**config.mk**
```make
export PLATFORM = sky130hd
export DESIGN_NAME = mul52_issue_ctrl
export DESIGN_NICKNAME = d
export VERILOG_FILES = /design/src/rtl/mul52_pkg.sv /design/src/rtl/mul52_sync_fifo.sv /design/src/rtl/mul52_issue_ctrl.sv
export SDC_FILE = /design/constraint.sdc
export NUM_CORES = 1
export LEC_CHECK = 0
export CAP_MARGIN = 20
export CORE_MARGIN = 4
export CORE_UTILIZATION = 30
export CTS_CLUSTER_DIAMETER = 100
export DETAILED_ROUTE_END_ITERATION = 8
export PLACE_DENSITY = 0.52
export SLEW_MARGIN = 20
export SYNTH_ARGS = -nofsm -noshare
export SYNTH_HDL_FRONTEND = slang
export SYNTH_SLANG_ARGS = --single-unit
```
**constraint.sdc**
```tcl
create_clock -name i_clk -period 4.26 [get_ports i_clk]
set_input_delay 0.639 -clock i_clk [delete_from_list [all_inputs] [get_ports i_clk]]
set_output_delay 0.639 -clock i_clk [all_outputs]
set_load 0.05 [all_outputs]
```
**src/rtl/mul52_pkg.sv**
```systemverilog
// mul52_pkg: shared constants and issue FSM state for the mul52 issue controller.
package mul52_pkg;
    localparam int MUL52_DATA_W    = 52;
    localparam int MUL52_ISSUE_GAP = 9;
    localparam int MUL52_LATENCY   = 13;
    typedef enum logic {IDLE, GAP} issue_state_e;
endpackage

```
**src/rtl/mul52_sync_fifo.sv**
```systemverilog
// mul52_sync_fifo: registered-pointer synchronous FIFO, same-cycle push+pop when not full.
module mul52_sync_fifo #(
    parameter int WIDTH = 8,
    parameter int DEPTH = 4
) (
    input  logic             i_clk,
    input  logic             i_rst_n,
    input  logic             i_push,
    input  logic [WIDTH-1:0] i_data,
    input  logic             i_pop,
    output logic             o_full,
    output logic             o_empty,
    output logic [WIDTH-1:0] o_head
);
    localparam int AW = $clog2(DEPTH);
    logic [WIDTH-1:0] mem_q [DEPTH];
    logic [AW:0]      wr_q, rd_q;
    assign o_empty = wr_q == rd_q;
    assign o_full  = (wr_q[AW] != rd_q[AW]) && (wr_q[AW-1:0] == rd_q[AW-1:0]);
    assign o_head  = mem_q[rd_q[AW-1:0]];
    always_ff @(posedge i_clk or negedge i_rst_n) begin
        if (!i_rst_n) begin
            wr_q <= '0;
            rd_q <= '0;
        end else begin
            if (i_push && !o_full) wr_q <= wr_q + 1'b1;
            if (i_pop && !o_empty) rd_q <= rd_q + 1'b1;
        end
    end
    always_ff @(posedge i_clk) begin
        if (i_push && !o_full) mem_q[wr_q[AW-1:0]] <= i_data;
    end
endmodule

```
**src/rtl/mul52_issue_ctrl.sv**
```systemverilog
// mul52_issue_ctrl: buffers operand pairs, paces i_en pulses to the mul52 core and returns caller tags.
module mul52_issue_ctrl
    import mul52_pkg::*;
#(
    parameter int DATA_W     = MUL52_DATA_W,
    parameter int TAG_W      = 4,
    parameter int FIFO_DEPTH = 4,
    parameter int ISSUE_GAP  = MUL52_ISSUE_GAP,
    parameter int MAX_OUT    = 2
) (
    input  logic              i_clk,
    input  logic              i_rst_n,
    input  logic              i_valid,
    output logic              o_ready,
    input  logic [DATA_W-1:0] i_a,
    input  logic [DATA_W-1:0] i_b,
    input  logic [TAG_W-1:0]  i_tag,
    output logic              o_mul_en,
    output logic [DATA_W-1:0] o_mul_a,
    output logic [DATA_W-1:0] o_mul_b,
    input  logic              i_mul_c_en,
    output logic              o_res_tag_vld,
    output logic [TAG_W-1:0]  o_res_tag,
    output logic              o_busy,
    output logic              o_err
);
    localparam int OP_W  = 2*DATA_W + TAG_W;
    localparam int CNT_W = $clog2(ISSUE_GAP);
    localparam int OUT_W = $clog2(MAX_OUT + 1);
    issue_state_e      state_q;
    logic [CNT_W-1:0]  cnt_q;
    logic [OUT_W-1:0]  out_q;
    logic              mul_en_q, err_q;
    logic [DATA_W-1:0] a_q, b_q;
    logic              op_full, op_empty, tag_full, tag_empty;
    logic [OP_W-1:0]   op_head, head;
    logic [TAG_W-1:0]  tag_head;
    logic              push, issue, ret;
    assign o_ready = !op_full;
    assign push    = i_valid && !op_full;
    // An empty FIFO is bypassed so a fresh pair can issue in the very next cycle.
    assign head    = op_empty ? {i_a, i_b, i_tag} : op_head;
    assign issue   = state_q == IDLE && (!op_empty || push) && out_q < OUT_W'(MAX_OUT) && !tag_full;
    assign ret     = i_mul_c_en && out_q != '0;
    mul52_sync_fifo #(.WIDTH(OP_W), .DEPTH(FIFO_DEPTH)) u_op_fifo (
        .i_clk   (i_clk),
        .i_rst_n (i_rst_n),
        .i_push  (push && !(issue && op_empty)),
        .i_data  ({i_a, i_b, i_tag}),
        .i_pop   (issue && !op_empty),
        .o_full  (op_full),
        .o_empty (op_empty),
        .o_head  (op_head)
    );
    mul52_sync_fifo #(.WIDTH(TAG_W), .DEPTH(MAX_OUT)) u_tag_fifo (
        .i_clk   (i_clk),
        .i_rst_n (i_rst_n),
        .i_push  (issue),
        .i_data  (head[TAG_W-1:0]),
        .i_pop   (ret),
        .o_full  (tag_full),
        .o_empty (tag_empty),
        .o_head  (tag_head)
    );
    always_ff @(posedge i_clk or negedge i_rst_n) begin
        if (!i_rst_n) begin
            state_q  <= IDLE;
            cnt_q    <= '0;
            out_q    <= '0;
            mul_en_q <= 1'b0;
            a_q      <= '0;
            b_q      <= '0;
            err_q    <= 1'b0;
        end else begin
            mul_en_q <= issue;
            if (issue) begin
                a_q <= head[OP_W-1 -: DATA_W];
                b_q <= head[TAG_W +: DATA_W];
            end
            out_q <= out_q + OUT_W'(issue) - OUT_W'(ret);
            if (i_mul_c_en && out_q == '0) err_q <= 1'b1;
            if (state_q == IDLE) begin
                if (issue) begin
                    state_q <= GAP;
                    cnt_q   <= CNT_W'(ISSUE_GAP - 1);
                end
            end else begin
                cnt_q <= cnt_q - 1'b1;
                if (cnt_q == CNT_W'(1)) state_q <= IDLE;
            end
        end
    end
    assign o_mul_en      = mul_en_q;
    assign o_mul_a       = a_q;
    assign o_mul_b       = b_q;
    assign o_res_tag_vld = ret;
    assign o_res_tag     = tag_head;
    assign o_busy        = !op_empty || !tag_empty || state_q != IDLE;
    assign o_err         = err_q;
endmodule

```
# After elaboration in Yosys (flattened, before gate mapping)
# Memory sizes are Yosys's and may differ from the RTL's.
# Index checks and enable logic that the tools add are counted.
[totals]
out_inout_bits = 113
mem_bits_ro = 0
latchBits = 0
mem_bits_rw = 440
register_bits = 123
mem_count = 2
[memory_table]
columns = ["name", "words", "width", "rd", "rd_clocked_by_memory_dff", "write_ports", "line", "text"]
rows = [
  ["u_op_fifo.mem_q", 4, 108, 1, 0, 1, "mul52_sync_fifo.sv:16", "logic [WIDTH-1:0] mem_q [DEPTH];"],
  ["u_tag_fifo.mem_q", 2, 4, 1, 0, 1, "mul52_sync_fifo.sv:16", ""],
]
[op_classes]
add_sub_neg = 7
n_eq_ne = 7
magnitude_cmp = 1
multipliers = 0
mux = 10
n_shift = 0
n_bitwise = 1
div = 0
n_reduce_logical = 26
[ops]
columns = ["cell", "n"]
rows = [
  ["108-bit 2-to-1 mux", 1],
  ["1-bit logical AND", 15],
  ["4-bit 2-to-1 mux", 2],
  ["1-bit 2-to-1 mux", 7],
  ["3-bit by 1-bit adder with 3-bit output (second input constant)", 2],
  ["1-bit logical NOT", 5],
  ["2-bit by 1-bit adder with 2-bit output (second input constant)", 2],
  ["2-bit == test", 2],
  ["4-bit by 1-bit == test with 1-bit output (second input constant)", 1],
  ["2-bit nonzero test", 2],
  ["4-bit by 1-bit subtractor with 4-bit output (second input constant)", 1],
  ["3-bit == test", 1],
  ["1-bit logical OR", 3],
  ["2-bit by 1-bit adder with 2-bit output", 1],
  ["2-bit logical NOT", 1],
  ["2-bit < comparator (second input constant)", 1],
  ["1-bit inequality test", 2],
  ["2-bit by 1-bit subtractor with 2-bit output", 1],
  ["1-bit == test", 1],
  ["1-bit inverter", 1],
]

# Longest topological paths before layout
[logic_depth]
depth_word = 14
mapped_depth = 10
ltp_nobuf = 8

# Modules after synthesis
# From an unflattened synthesis, not the netlist that was laid out.
[unflattened]
cells_unflattened = 1039
area_unflattened_um2 = 22231.3
[by_module_without_submodules]
columns = ["mod", "cells_each", "area_per_inst_um2", "seq_area_each_um2", "n_inst"]
rows = [
  ["mul52_sync_fifo at u_op_fifo", 613, 16035.4, 13122.6, 1],
  ["mul52_issue_ctrl", 384, 5649.2, 2827.7, 1],
  ["mul52_sync_fifo at u_tag_fifo", 42, 546.8, 340.3, 1],
]

# Worst setup path before layout
# No wires, ideal clock.
[synth_timing]
path_type = "register to register"
startpoint = "register u_op_fifo.rd_q[2]"
endpoint = "memory u_op_fifo.mem_q[0][0] in the netlist's numbering, enable pin"
setup_ps = 480
arrival_ps = 3995
setup_slack_ps = -215
path_stages_with_launch = 5
required_ps = 3780
path_cell_list = "dfrtp_1 xnor2_2 nand3b_1 o211a_1 and2_1"
[synth_via]
elab_chain_cells = 14
[synth_lines]
columns = ["element", "line", "text"]
rows = [
  ["start, declared", "mul52_sync_fifo.sv:17", "logic [AW:0] wr_q, rd_q;"],
  ["start signal, assigned", "mul52_sync_fifo.sv:27", "if (i_pop && !o_empty) rd_q <= rd_q + 1'b1;"],
  ["1-bit inequality test *", "mul52_sync_fifo.sv:19", "assign o_full = (wr_q[AW] != rd_q[AW]) && (wr_q[AW-1:0] == rd_q[AW-1:0]);"],
  ["1-bit logical AND *", "mul52_sync_fifo.sv:19", ""],
  ["1-bit logical NOT *", "--", ""],
  ["net o_ready", "mul52_issue_ctrl.sv:14", "output logic o_ready,"],
  ["1-bit logical AND", "mul52_issue_ctrl.sv:40", "assign push = i_valid && !op_full;"],
  ["1-bit logical OR", "mul52_issue_ctrl.sv:43", "assign issue = state_q == IDLE && (!op_empty || push) && out_q < OUT_W'(MAX_OUT) && !tag_full;"],
  ["1-bit logical AND (3 in series)", "mul52_issue_ctrl.sv:43", ""],
  ["1-bit logical AND", "mul52_issue_ctrl.sv:48", ".i_push (push && !(issue && op_empty)),"],
  ["1-bit logical NOT", "mul52_issue_ctrl.sv:48", ""],
  ["1-bit logical AND", "mul52_issue_ctrl.sv:48", ""],
  ["1-bit logical AND *", "mul52_sync_fifo.sv:31", "if (i_push && !o_full) mem_q[wr_q[AW-1:0]] <= i_data;"],
  ["1-bit 2-to-1 mux *", "mul52_sync_fifo.sv:31", ""],
  ["1-bit 2-to-1 mux (not written as such) *", "mul52_sync_fifo.sv:31", ""],
  ["end, declared", "mul52_sync_fifo.sv:16", ""],
]
# The timed path passes the listed nets; every way through them passes the cells marked *.

# Worst setup path in the final report
[layout_timing]
startpoint = "register u_op_fifo.rd_q[0]"
endpoint = "output port o_busy"
[layout_via]
elab_chain_cells = 4
[layout_lines]
columns = ["element", "line", "text"]
rows = [
  ["3-bit == test", "mul52_sync_fifo.sv:18", "assign o_empty = wr_q == rd_q;"],
  ["1-bit logical NOT", "mul52_issue_ctrl.sv:98", "assign o_busy = !op_empty || !tag_empty || state_q != IDLE;"],
  ["1-bit logical OR (2 in series)", "mul52_issue_ctrl.sv:98", ""],
  ["end, declared", "mul52_issue_ctrl.sv:24", "output logic o_busy,"],
]
# Every way passes these cells.

==> flow_summary.yaml <==
routing:
  ant_nets: 0
  drt_wl_total_mm: 51.6
  vias_per_cell: 4.91
  vias: 11200
  wire_per_inst_um: 22.7
  drt_iter0_drc: 588
  drt-pass1-iter-count: 5
  route.detailed.drc: 0
pwr:
  vdd_drop_max_v: 0.000558
  p_per_area_nw_per_um2: 841
  p_leak_uw: 0.00892
sta:
  slew_headroom_pct: 30.6
  final.min_clock_period_ps: 3730
  min_period_over_period_pct: 87.5
  hold_viol: 0
  finalSetupTns_ps: 0
  worstMarginPinSlew_ps: 1040
  setup_viol_count_final: 0
  grt_setup_unrepaired: "false"
  clock-skew-final_ps: 16.6
  maxSlewViolCount: 0
  fmax_mhz: 268
  timing.hold.ws_ps: 112
final_layout:
  n_fill_cell: 6440
  nets: 1397
  multiInputGateArea_um2: 4800
  syn_to_final_growth_pct: 24.8
  drive_above_1_share_pct: 20.0
  seq_area_um2: 16300
worst_setup_path:
  arrival_ps: 3090
  startpoint: "u_op_fifo.rd_q[0]"
  rr_startpoint: "u_op_fifo.rd_q[0]"
  cp-end-kind: "output port"
  crit_fanout: 25
  critPathRequiredTime_ps: 3620
  critPathKind: "reg -> out"
  reg2reg_slack_ps: 1240
  start_kind: "flop"
  worstReg2RegEnd: "o_mul_b[17]"
  worstRegToRegCells: 5
synthesis:
  synthesis.nets: 1164
  seq_area_frac_synth_pct: 75.9
  netlist_area_um2: 21500
  async_flop_share_pct: 21.8
  synth_edf_count: 440
  synth_seq_cells: 563
  yosys_warnings: 0
  avgSynthCellArea_um2: 20.6
  synthCells: 1043
  synth_flop_cell: "edfxtp_1"
  synth_cell_types: 41
clock_network:
  cts_resized: 0
  cts_buffer_depth: 3
  clockRootBuffer: "clkbuf_16"
  cts_tree: "done"
  clkTransAtPathRegs_ps: 60
  hold_buffers: 0
  cts_htree_levels: 2
  numCtsBuffers: 61
  post_cts_buffers: 0
  clk_latency_ps: 620
  numClockSinks: 563
global_route:
  grtUsageTotal_pct: 13.6
  grt_pass1_vias: 12100
  antenna_found_initial: 7
  gr-total-overflow: 0
  grt_pass1_wl_mm: 78.3
  grt_max_degree: 109
floorplanning:
  num_rows: 97
  die_y_um: 276
  ioPinCount: 225
  coreArea_um2: 70500
  die_area_um2: 75900
  start_util_pct: 30.5
  die_w_um: 276
placement:
  io_buffers: 224
  gp_congestion: 0.684
  dp_hpwl_mm: 28.3
run_status:
  outcome: "complete, no violations"
flow_run:
  cap_violations: 0
min_path:
  hold_path_class: "in -> async"
-- per-stage QoR --
stage	worst slack (ps)	power, µW	instance area (µm²)	std cells	util [%]
global placement	1060	17500	24800	2153	35.2
CTS	416	23000	26800	2269	38.0
detailed placement	1010	17600	24800	2153	35.2
global route	330	23800	26800	2269	38.0
floorplan	254	14600	21500	1043	-
finish	534	22500	26800	2271	38.0
-- cell usage in the layout, fill, tap and decap left out, types with 9 or more instances in the layout --
cell type	count
a2bb2oi_1	84
ha_1	9
buf_4	10
dfrtp_1	121
clkdlybuf4s50_1	223
nand2_1	17
a2bb2oi_2	20
o22ai_1	105
clkbuf_16	61
buf_12	9
clkinv_2	12
mux4_2	108
edfxtp_1	440
clkbuf_1	16
-- where the power goes --
group / internal [µW] / switching (µW)
registers: 7680 / 675
logic: 3550 / 5450
clock network: 3030 / 2160
-- worst max path at each step --
| stage | end |
|---|---|
| floorplan | u_op_fifo.mem_q[3][0] |
| global placement | o_mul_a[36] |
| detailed placement | o_mul_b[12] |
| CTS | o_busy |
| global route | o_busy |
| finish | o_busy |
-- cells in the mapped netlist (4+ instances only) --
cell type  count  area, µm²
buf_4          4       30.0
buf_6          6       67.6
nor2_1         8       30.0
dfrtp_1      123       3080
edfxtp_1     440      13200
o22ai_1      105        657
a2bb2oi_2     20        300
buf_2         35        175
xnor2_1        7       61.3
nand2_1       17       63.8
xnor2_2        4       65.1
ha_1           9        113
buf_1          5       18.8
mux4_2       108       2430
a2bb2oi_1     84        736
inv_1          7       26.3
mux2_2         6       67.6
clkbuf_1      23       86.3
-- state kept, by name, summed over array words and instances, names as in the netlist --
name              count
o_mul_en              1
u_op_fifo.wr_q        3
o_mul_a              52
cnt_q                 4
u_op_fifo.rd_q        3
u_tag_fifo.rd_q       2
out_q                 2
state_q               1
u_tag_fifo.mem_q      8
o_err                 1
u_op_fifo.mem_q     432
o_mul_b              52
u_tag_fifo.wr_q       2
-- area by class of cell --
| type | instances | share of cell area [%] |
|---|---|---|
| well taps | 940 | 4.39 |
| clock buffers | 85 | 6.33 |
| clock inverters | 31 | 1.11 |
| repair buffers | 243 | 9.32 |
| inverters | 8 | 0.131 |
| flip-flops and latches | 563 | 60.8 |
| multi-input cells | 399 | 17.9 |
| diodes | 2 | 0.0187 |
-- kinds of logic (layout without fill, tap and decap cells) --
logic type	count (synthesis)	in the layout	share of synthesized area, %
xor gates and xnor gates	15	15	0.787
muxes	115	115	11.7
AOI/OAI and AO/OA	221	221	8.31
adders and majority gates	9	9	0.524
DFF	563	563	75.9
other	0	2	0
and+or+nand+nor	39	39	0.915
buffers and inverters	81	367	1.91
-- routing by layer --
| layer | share of wire (%) | up-vias | routed length (µm) | global-route usage [%] |
|---|---|---|---|---|
| li1 | - | 4857 | - | - |
| met4 | 1.9 | 8 | 965 | 3.21 |
| met5 | 0.095 | - | 49 | 0 |
| met2 | 47 | 280 | 24400 | 21.9 |
| met1 | 45 | 5933 | 23100 | 18.6 |
| met3 | 5.9 | 72 | 3060 | 3.42 |
-- worst max-delay path, cell delays in order, from the launching register on --
cell and delay (ps):
dfrtp_4 690, xnor2_2 420, and3_4 460, nand3_1 150, clkdlybuf4s50_1 740
(Power assumes the default switching activity.)
